`src/rtl/bsg_dff_lanestack.sv`:
```
`default_nettype none
// ============================================================================
// Module      : bsg_dff_lanestack
// Description : Bank of LANES independent shift-register lanes on one clock.
//               Each lane advances on its own strobe, which is either the
//               en_i level (EDGE_MODE=0) or the rising edge of en_i sampled
//               on clk_i (EDGE_MODE=1). Every lane is DEPTH stages deep,
//               tracks a saturating occupancy count and has a synchronous
//               clear that overrides a simultaneous strobe.
// Ports       : clk_i    - clock, all state updates on posedge
//               reset_i  - asynchronous active-high reset
//               en_i     - per-lane advance enable
//               clear_i  - per-lane synchronous clear
//               data_i   - lane i at [i*LANE_WIDTH +: LANE_WIDTH]
//               data_o   - last stage of each lane (registered)
//               v_o      - lane full (count == DEPTH)
//               count_o  - per-lane occupancy, lane i at [i*CW +: CW]
// Revision    : 1.0 - initial release
// ============================================================================
module bsg_dff_lanestack #(
    parameter int LANES      = 16,
    parameter int LANE_WIDTH = 1,
    parameter int DEPTH      = 1,
    parameter int EDGE_MODE  = 0
) (
    input  logic                                clk_i,
    input  logic                                reset_i,
    input  logic [LANES-1:0]                    en_i,
    input  logic [LANES-1:0]                    clear_i,
    input  logic [LANES*LANE_WIDTH-1:0]         data_i,
    output logic [LANES*LANE_WIDTH-1:0]         data_o,
    output logic [LANES-1:0]                    v_o,
    output logic [LANES*$clog2(DEPTH+1)-1:0]    count_o
);

    localparam int CW = $clog2(DEPTH + 1);
    localparam logic [CW-1:0] C_DEPTH = CW'(DEPTH);
    localparam logic C_EDGE = (EDGE_MODE == 1);

    if (LANES < 1 || LANE_WIDTH < 1 || DEPTH < 1 || (EDGE_MODE != 0 && EDGE_MODE != 1))
    begin : g_bad_params
        $error("bsg_dff_lanestack: illegal parameter combination");
    end

    for (genvar l = 0; l < LANES; l++) begin : g_lane
        logic [LANE_WIDTH-1:0] r_stage [DEPTH];
        logic [CW-1:0]         r_count;
        logic                  r_en;
        logic                  w_strobe;

        // In level mode the previous-enable term is forced true, so the
        // same register serves both modes without a separate datapath.
        assign w_strobe = en_i[l] & (~C_EDGE | ~r_en);

        always_ff @(posedge clk_i or posedge reset_i) begin
            if (reset_i) begin
                for (int k = 0; k < DEPTH; k++) begin
                    r_stage[k] <= '0;
                end
                r_count <= '0;
                r_en    <= 1'b0;
            end else begin
                // Edge history follows en_i every cycle, clear or not.
                r_en <= en_i[l];
                if (clear_i[l]) begin
                    for (int k = 0; k < DEPTH; k++) begin
                        r_stage[k] <= '0;
                    end
                    r_count <= '0;
                end else if (w_strobe) begin
                    r_stage[0] <= data_i[l*LANE_WIDTH +: LANE_WIDTH];
                    for (int k = 1; k < DEPTH; k++) begin
                        r_stage[k] <= r_stage[k-1];
                    end
                    // Saturate at DEPTH; the shift continues and drops the
                    // oldest entry.
                    if (r_count != C_DEPTH) begin
                        r_count <= r_count + CW'(1);
                    end
                end
            end
        end

        assign data_o[l*LANE_WIDTH +: LANE_WIDTH] = r_stage[DEPTH-1];
        assign count_o[l*CW +: CW]                = r_count;
        assign v_o[l]                             = (r_count == C_DEPTH);
    end

endmodule
`default_nettype wire
```
`config.mk`:
```
export PLATFORM = sky130hd
export DESIGN_NAME = bsg_dff_lanestack
export DESIGN_NICKNAME = d
export VERILOG_FILES = /design/src/rtl/bsg_dff_lanestack.sv
export SDC_FILE = /design/constraint.sdc
export NUM_CORES = 1
export LEC_CHECK = 0
export ABC_AREA = 1
export CAP_MARGIN = 5
export CORE_MARGIN = 2
export CORE_UTILIZATION = 40
export DETAILED_ROUTE_END_ITERATION = 10
export PLACE_DENSITY = 0.94
export SYNTH_ARGS = -nofsm -noshare
export SYNTH_HDL_FRONTEND = slang
export SYNTH_SLANG_ARGS = --single-unit
export TNS_END_PERCENT = 100
```
`constraint.sdc`:
```
create_clock -name clk_i -period 2.5 [get_ports clk_i]
set_input_delay 0.375 -clock clk_i [delete_from_list [all_inputs] [get_ports clk_i]]
set_output_delay 0.375 -clock clk_i [all_outputs]
set_load 0.03 [all_outputs]
```
==> metrics, run 1 <==
RD Place Congestion 0.7812; Slew @ Worst Pin 0.3994 ns; initial core utilization 40.72%; post-DR vias/cell 4.305; die height 67.35 um; total routing usage reported by global routing 14.03%; vias in the first global route 1195; maximum clock frequency 589.1 MHz; synthesized flop and latch total 32; Chip Width 67.35 um; syn avg cell area 8.318 sq um; Routed WL 3.147 mm; synthesis-to-finish area growth 46.69%; clock-pin slew on the worst setup and hold paths 0.06 ns; Largest stage delay, worst path 0.69 ns; post-route clock period utilization 67.90%; Hold/Removal Path Class flop to flop; sequential cell area fraction in the yosys report 49.88%; leak pwr 1.136 nW; Post-Syn Area 0.001605 sq mm; worst skew pair latency 0.26 ns; Nets 300; final setup margin 0.8025 ns; Worst path slowest cell clkdlybuf4s50_1; cts bufs inserted 5; Hold Violations, Final 0; share of layout cells above drive strength 1 2.419%; CP Data Arrival Time 1.32 ns; first-pass GRT wire length 4.767 mm; cells along the critical path clkdlybuf4s50_1; DRC Markers 0; setup TNS after final layout 0 ns; CP Class flop to output pin; FP Rows 23; DR pass1 iterations 4; CP Launch Type flop; pre-CTS setup slack 1.083 ns; final setup skew 0 ns; largest net degree at the start of global routing 33; Wirelength per Cell 10.56 um; Placeable Area 0.003943 sq mm; yosys warns 0; Max Buffers Root-to-Sink 2; crit path capture type output pin; Buf/Inv on CP 1; Starting DRT DRC Count 55; maxcap violations 0; Crit path max-delay family buffers and inverters; Gate Count Post-Synth 193; Die Area 0.004536 sq mm; fin crit period 1.698 ns; VDD IR-drop max 0.0002670 V; RSZ-0062 raised after global routing false; IO Port Bufs 97; Vias 1283; post-CTS setup repair buffer count 0; Clock Sinks 32; area post-placement 0.002286 sq mm; num ports 98; Cell Pwr Density 529.9 mW/mm^2; max_slew headroom 73.37%; Post-CTS Resized 0; Hold Buf Count CTS 0; syn nets 243; antenna cells 0; Crit Path Max Fanout 3; grt total ovfl 0; initial antenna violation count 0; Antenna Nets Post-Route 0; CTS root buf clkbuf_8; H-tree levels 2; DP HPWL 2.573 mm; status finished, final reports clean; CTS tree yes; final setup vio count 0; post-route cell area 0.002355 sq mm; Worst Path Required 2.12 ns; Slew Limit Fails 0; synth unique cells 6
## cell usage in the layout, fill, tap and decap left out
| cell type | instances |
|---|---|
| nor2_1 | 48 |
| buf_4 | 1 |
| clkbuf_8 | 5 |
| inv_1 | 17 |
| nand3_1 | 16 |
| dfrtp_1 | 32 |
| nand2_1 | 32 |
| clkdlybuf4s50_1 | 97 |
## report_power, final
part / leakage [nW] / total, mW / internal (mW) / switching, mW
Combinational: 0.687 / 0.347 / 0.169 / 0.177
Clock: 0.0359 / 0.330 / 0.179 / 0.152
Sequential: 0.413 / 0.571 / 0.550 / 0.0205
## sequential cells by signal, summed over array words and instances (netlist names)
register / count
g_lane.r_count: 16
g_lane.r_stage: 16
## worst register-to-register path, delay by kind of cell (launching register included)
| family | cells | cell delay, ns |
|---|---|---|
| flops | 1 | 0.40 |
| simple gates | 2 | 0.17 |
## through the flow
step,util (%),instances,hold slack [ns],power (mW)
floorplan,-,193,0.4414,0.7988
global placement,57.98,293,0.4523,0.9220
detailed placement,57.98,293,0.4583,0.9298
CTS,59.73,298,0.4730,1.269
global route,59.73,298,0.4963,1.315
finish,59.73,298,0.4675,1.248
## routing by layer
metal	vias up	GRT usage (%)	routed length, um
met4	0	7.398	46
met2	45	26.61	1717
met1	584	14.12	1174
met5	-	0	0
li1	649	-	-
met3	5	3.167	209
## cells in the mapped netlist
library cell / count / area [sq um]
buf_4: 48 / 360.4
dfrtp_1: 32 / 800.8
inv_1: 17 / 63.81
nand2_1: 32 / 120.1
nand3_1: 16 / 80.08
nor2_1: 48 / 180.2
## path summary, 6_finish.rpt
kind / to / cells after the start / slack, ns / from
max in group asynchronous: g_lane[4].r_count$_DFFE_PP0P_ / 3 / 1.71 / reset_i
min in group asynchronous: g_lane[2].r_count$_DFFE_PP0P_ / 3 / 0.50 / reset_i
hold / removal: g_lane[11].r_stage$_DFFE_PP0P_ / 2 / 0.47 / g_lane[11].r_stage$_DFFE_PP0P_
setup reg to reg: g_lane[0].r_count$_DFFE_PP0P_ / 2 / 1.82 / g_lane[0].r_count$_DFFE_PP0P_
hold reg to reg: g_lane[11].r_stage$_DFFE_PP0P_ / 2 / 0.47 / g_lane[11].r_stage$_DFFE_PP0P_
setup / recovery: count_o[14] / 1 / 0.80 / g_lane[14].r_count$_DFFE_PP0P_
## logic make-up after synthesis
| family | Yosys count | share of synthesized area [%] |
|---|---|---|
| simple gates | 96 | 23.69 |
| buf+inv | 65 | 26.42 |
| flops | 32 | 49.88 |
## area by class of cell
class                           instances  area, sq um
Fill cell                             350         1588
Timing Repair Buffer                   98        978.4
Sequential cell                        32        800.8
Multi-Input combinational cell         96        380.4
Clock buffer                            5        68.82
Inverter                               17        63.81
Tap cell                               50        62.56
No activity file was read; power rests on OpenSTA's default activity.
==> run 2: changes to the inputs <==
--- a/config.mk
+++ b/config.mk
@@ -8,9 +8,9 @@
 export ABC_AREA = 1
 export CAP_MARGIN = 5
 export CORE_MARGIN = 2
-export CORE_UTILIZATION = 40
+export CORE_UTILIZATION = 33
 export DETAILED_ROUTE_END_ITERATION = 10
-export PLACE_DENSITY = 0.94
+export PLACE_DENSITY = 0.84
 export SYNTH_ARGS = -nofsm -noshare
 export SYNTH_HDL_FRONTEND = slang
 export SYNTH_SLANG_ARGS = --single-unit
==> constraint.sdc (replaced) <==
create_clock -name clk_i -period 1.5 [get_ports clk_i]
set_input_delay 0.225 -clock clk_i [delete_from_list [all_inputs] [get_ports clk_i]]
set_output_delay 0.225 -clock clk_i [all_outputs]
set_load 0.03 [all_outputs]
==> metrics, run 2 (synthesis results as in run 1) <==
VDD IR-drop max 0.0003650 V (was 0.0002670 V); Max Buffers Root-to-Sink 2 (unchanged); cts bufs inserted 5 (unchanged); Nets 301 (was 300); Routed WL 3.187 mm (was 3.147 mm); Reg area 800.8 sq um (unchanged); post-DR vias/cell 4.236 (was 4.305); Worst path slowest cell dlygate4sd2_1 (was clkdlybuf4s50_1); share of layout cells above drive strength 1 3.187% (was 2.419%); clock-pin slew on the worst setup and hold paths 0.06 ns (about the same); commonest non-fill, non-tap cell in the layout clkdlybuf4s50_1 (unchanged); final setup skew 0 ns (unchanged); synthesis-to-finish area growth 44.27% (was 46.69%); Slew Limit Fails 0 (unchanged); RSZ-0062 raised after global routing false (unchanged); DR pass1 iterations 4 (unchanged); # fillers 450 (was 350); largest net degree at the start of global routing 19 (was 33); Placeable Area 0.004692 sq mm (was 0.003943 sq mm); first-pass GRT wire length 4.933 mm (was 4.767 mm); reg2reg end g_lane[14].r_count$_DFFE_PP0P_ (was g_lane[0].r_count$_DFFE_PP0P_); CTS tree yes (unchanged); antenna cells 0 (unchanged); commonest cells after routing, fill and taps aside 49 x clkdlybuf4s50_1, 48 x nor2_1, 48 x dlygate4sd2_1 (was 97 x clkdlybuf4s50_1, 48 x nor2_1, 32 x nand2_1, 32 x dfrtp_1, 17 x inv_1); num ports 98 (unchanged); biggest regs g_lane.r_count: 16 flops, g_lane.r_stage: 16 flops (unchanged); max_slew headroom 78.38% (was 73.37%); fin crit period 1.274 ns; Hold Violations, Final 0 (unchanged); DP HPWL 2.697 mm (was 2.573 mm); Die Area 0.005438 sq mm (was 0.004536 sq mm); Hold/Removal Path Class input pin to asynchronous set/reset pin (was flop to flop); CP Data Arrival Time 1.05 ns (was 1.32 ns); initial core utilization 34.21% (was 40.72%); Cell Pwr Density 891.2 mW/mm^2 (was 529.9 mW/mm^2); RD Place Congestion 0.6307 (was 0.7812); Worst path depth 1 (unchanged); Wirelength per Cell 10.45 um (was 10.56 um); Clock Sinks 32 (unchanged); Finished Core Util 49.36% (was 59.73%); FP Rows 25 (was 23); CTS root buf clkbuf_8 (unchanged); cells on worst reg2reg path 2 (unchanged); Antenna Nets Post-Route 0 (unchanged); setup TNS after final layout 0 ns (unchanged); Largest stage delay, worst path 0.41 ns (was 0.69 ns); CP Launch Type flop (unchanged); DRC Markers 0 (unchanged); maxcap violations 0 (unchanged); Chip Width 73.75 um (was 67.35 um); leak pwr 1.286 nW (was 1.136 nW); Starting DRT DRC Count 47 (was 55); crit path capture type output pin (unchanged); Multi-input gate area 380.4 sq um (unchanged); grt total ovfl 0 (unchanged); CP Class flop to output pin (unchanged); worst skew pair latency 0.27 ns (was 0.26 ns); total routing usage reported by global routing 12.02% (was 14.03%); die height 73.75 um (was 67.35 um); final setup vio count 0 (unchanged); Worst Path Required 1.27 ns (was 2.12 ns); H-tree levels 2 (unchanged); worst reg-to-reg setup slack 0.82 ns (was 1.82 ns); Vias 1292 (was 1283); Buf/Inv on CP 1 (unchanged); R2R Path Start g_lane[14].r_count$_DFFE_PP0P_ (was g_lane[0].r_count$_DFFE_PP0P_); post-CTS setup repair buffer count 0 (unchanged); Crit Path Max Fanout 3 (unchanged); IO Port Bufs 97 (unchanged); maximum clock frequency 784.7 MHz; Slew @ Worst Pin 0.3256 ns (was 0.3994 ns); post-route clock period utilization 84.96%; Crit path max-delay family buffers and inverters (unchanged); status finished, final reports clean (unchanged); initial antenna violation count 0 (unchanged); cells along the critical path dlygate4sd2_1 (was clkdlybuf4s50_1); vias in the first global route 1223 (was 1195)
==> run 2: what timing repair did <==
action	in CTS	in global routing
hold buffers	0	0
gates resized for setup	48	0
endpoints found under the setup margin	48	0
==> run 2: worst max path at each step <==
stage,start,endpoint
after global routing,g_lane[2].r_count$_DFFE_PP0P_,count_o[2]
final,g_lane[8].r_count$_DFFE_PP0P_,v_o[8]
after floorplan,reset_i,g_lane[0].r_count$_DFFE_PP0P_
after CTS,g_lane[7].r_count$_DFFE_PP0P_,v_o[7]
after detailed placement,g_lane[7].r_count$_DFFE_PP0P_,v_o[7]
after global placement,g_lane[7].r_count$_DFFE_PP0P_,v_o[7]
==> run 2: final cells by class <==
cell class                      instances  area share [%]
Clock buffer                            6           3.133
Clock inverter                          1          0.2161
Inverter                               17           2.755
Multi-Input combinational cell         96           16.42
Sequential cell                        32           34.58
Tap cell                               54           2.917
Timing Repair Buffer                   99           39.98
==> run 2: stage by stage <==
stage / power [mW] / setup slack [ns] / cells / hold slack [ns] / instance area (sq um)
floorplan: 1.331 / 0.5842 / 193 / 0.2914 / 1605
global placement: 1.540 / 0.2374 / 298 / 0.4537 / 2298
detailed placement: 1.552 / 0.2284 / 298 / 0.4574 / 2298
CTS: 2.109 / 0.1995 / 305 / 0.2972 / 2316
global route: 2.180 / 0.1531 / 305 / 0.3122 / 2316
finish: 2.064 / 0.2256 / 305 / 0.2944 / 2316
==> run 2: layer usage <==
metal,global-route usage [%],part of all wire (%)
met5,0,0
met4,4.848,1.2
met3,5.350,9.7
met2,22.32,53
met1,11.35,37
==> run 2: power by group <==
part | total (mW) | internal (mW) | leakage [nW] | switching, mW
sequential | 0.948 | 0.917 | 0.413 | 0.0309
clock | 0.597 | 0.314 | 0.0410 | 0.283
combinational | 0.519 | 0.225 | 0.833 | 0.294
==> run 3: changes to the inputs <==
--- a/config.mk
+++ b/config.mk
@@ -8,9 +8,9 @@
 export ABC_AREA = 1
 export CAP_MARGIN = 5
 export CORE_MARGIN = 2
-export CORE_UTILIZATION = 33
+export CORE_UTILIZATION = 37
 export DETAILED_ROUTE_END_ITERATION = 10
-export PLACE_DENSITY = 0.84
+export PLACE_DENSITY = 0.88
 export SYNTH_ARGS = -nofsm -noshare
 export SYNTH_HDL_FRONTEND = slang
 export SYNTH_SLANG_ARGS = --single-unit
==> constraint.sdc (replaced) <==
create_clock -name clk_i -period 1.3 [get_ports clk_i]
set_input_delay 0.195 -clock clk_i [delete_from_list [all_inputs] [get_ports clk_i]]
set_output_delay 0.195 -clock clk_i [all_outputs]
set_load 0.03 [all_outputs]
==> metrics, run 3 (synthesis results as in run 1) <==
GRT met3 Usage 5.483% (was 5.350%); Finished Core Util 57.90% (was 49.36%); commonest non-fill, non-tap cell in the layout clkdlybuf4s50_1 (unchanged); Hold/Removal Path Class input pin to asynchronous set/reset pin (unchanged); final setup vio count 0 (unchanged); maximum clock frequency 795.0 MHz; pre-CTS setup slack 0.03960 ns (was 0.2284 ns); Worst Path Required 1.11 ns (was 1.27 ns); cts bufs inserted 5 (unchanged); H-tree levels 2 (unchanged); max_slew headroom 78.41% (was 78.38%); Buf/Inv on CP 1 (unchanged); num ports 98 (unchanged); total routing usage reported by global routing 14.33% (was 12.02%); CP Launch Type flop (unchanged); IO Port Bufs 97 (unchanged); Max Buffers Root-to-Sink 2 (unchanged); commonest cells after routing, fill and taps aside 49 x clkdlybuf4s50_1, 48 x nor2_1, 40 x dlygate4sd2_1 (was 49 x clkdlybuf4s50_1, 48 x nor2_1, 48 x dlygate4sd2_1); Antenna Nets Post-Route 0 (unchanged); met1 usage 15.14% (was 11.35%); final setup margin 0.04213 ns (was 0.2256 ns); clock-pin slew on the worst setup and hold paths 0.07 ns (was 0.06 ns); RSZ-0062 raised after global routing false (unchanged); CTS root buf clkbuf_8 (unchanged); Starting DRT DRC Count 67 (was 47); RD Place Congestion 0.8196 (was 0.6307); Routed WL 3.148 mm (was 3.187 mm); DR pass1 iterations 4 (unchanged); crit path capture type output pin (unchanged); setup TNS after final layout 0 ns (unchanged); Crit path max-delay family buffers and inverters (unchanged); # fillers 380 (was 450); cells along the critical path dlygate4sd2_1 (unchanged); synthesis-to-finish area growth 47.39% (was 44.27%); Die Area 0.004882 sq mm (was 0.005438 sq mm); post-DR vias/cell 4.299 (was 4.236); first-pass GRT wire length 5.561 mm (was 4.933 mm); dpl cells 293 (was 298); reg2reg end g_lane[1].r_count$_DFFE_PP0P_ (was g_lane[14].r_count$_DFFE_PP0P_); cells on worst reg2reg path 2 (unchanged); CP Data Arrival Time 1.06 ns (was 1.05 ns); Placeable Area 0.004086 sq mm (was 0.004692 sq mm); FP Rows 23 (was 25); Wirelength per Cell 10.46 um (was 10.45 um); CP Class flop to output pin (unchanged); area post-placement 0.002308 sq mm (was 0.002298 sq mm); largest net degree at the start of global routing 33 (was 19); Vias 1294 (was 1292); die height 69.87 um (was 73.75 um); busiest layer in global routing met2 (unchanged); Slew Limit Fails 0 (unchanged); leak pwr 1.290 nW (was 1.286 nW); DP HPWL 2.610 mm (was 2.697 mm); Worst path depth 1 (unchanged); VDD IR-drop max 0.0005045 V (was 0.0003650 V); hold_ws 0.2565 ns (was 0.2944 ns); DRC Markers 0 (unchanged); post-route cell area 0.002366 sq mm (was 0.002316 sq mm); Worst path slowest cell dlygate4sd2_1 (unchanged); final setup skew 0 ns (unchanged); Hold Violations, Final 0 (unchanged); vias in the first global route 1269 (was 1223); initial antenna violation count 0 (unchanged); grt total ovfl 0 (unchanged); Cell Pwr Density 1107 mW/mm^2 (was 891.2 mW/mm^2); initial core utilization 39.28% (was 34.21%); final non-filler cell total 301 (was 305); R2R Path Start g_lane[1].r_count$_DFFE_PP0P_ (was g_lane[14].r_count$_DFFE_PP0P_); Clock Sinks 32 (unchanged); status finished, final reports clean (unchanged); CTS tree yes (unchanged); antenna cells 0 (unchanged); Slew @ Worst Pin 0.3251 ns (was 0.3256 ns); Chip Width 69.87 um (was 73.75 um); Crit Path Max Fanout 3 (unchanged); Largest stage delay, worst path 0.41 ns (about the same); worst reg-to-reg setup slack 0.63 ns (was 0.82 ns); biggest regs g_lane.r_count: 16 flops, g_lane.r_stage: 16 flops (unchanged); total power 2.619 mW (was 2.064 mW); maxcap violations 0 (unchanged); Nets 300 (was 301); fin crit period 1.258 ns; post-route clock period utilization 96.76%; met2 Usage GRT 25.19% (was 22.32%); share of layout cells above drive strength 1 3.586% (was 3.187%); worst skew pair latency 0.28 ns (was 0.27 ns)
[run 3: how the worst max path moves through the flow]
stage / start / to / slack [ns]
finish: g_lane[7].r_count$_DFFE_PP0P_ / count_o[7] / 0.04
global route: g_lane[1].r_count$_DFFE_PP0P_ / v_o[1] / 0.0007
CTS: g_lane[1].r_count$_DFFE_PP0P_ / v_o[1] / 0.00007
detailed placement: g_lane[1].r_count$_DFFE_PP0P_ / v_o[1] / 0.04
global placement: g_lane[1].r_count$_DFFE_PP0P_ / count_o[1] / 0.04
floorplan: reset_i / g_lane[0].r_count$_DFFE_PP0P_ / 0.41
[run 3: layout make-up]
cell class	instances	area [sq um]	share of cell area [%]
clock buffer	6	72.57	3.067
tap	50	62.56	2.644
sequential	32	800.8	33.84
timing repair buffer	98	950.9	40.19
inverter	17	63.81	2.697
multi-input combinational	96	380.4	16.08
clock inverter	2	35.03	1.481
[run 3: where the power goes]
group	leakage [nW]	switching [mW]	internal, mW
clock network	0.0552	0.348	0.568
registers	0.413	0.0382	1.06
logic	0.822	0.338	0.269
[run 3: per-layer routing]
layer,routed length (um),up-vias
met5,0,-
met4,64,0
met3,284,7
met2,1686,54
met1,1112,584
li1,-,649
[run 3: what timing repair did]
action / 4_1_cts / 5_1_grt
endpoints found under the setup margin: 47 / 7
buffers inserted: 0 / 0
hold endpoints to repair: 0 / 0
cloned: 0 / 0
resized for setup: 47 / 7
hold buffers: 0 / 0
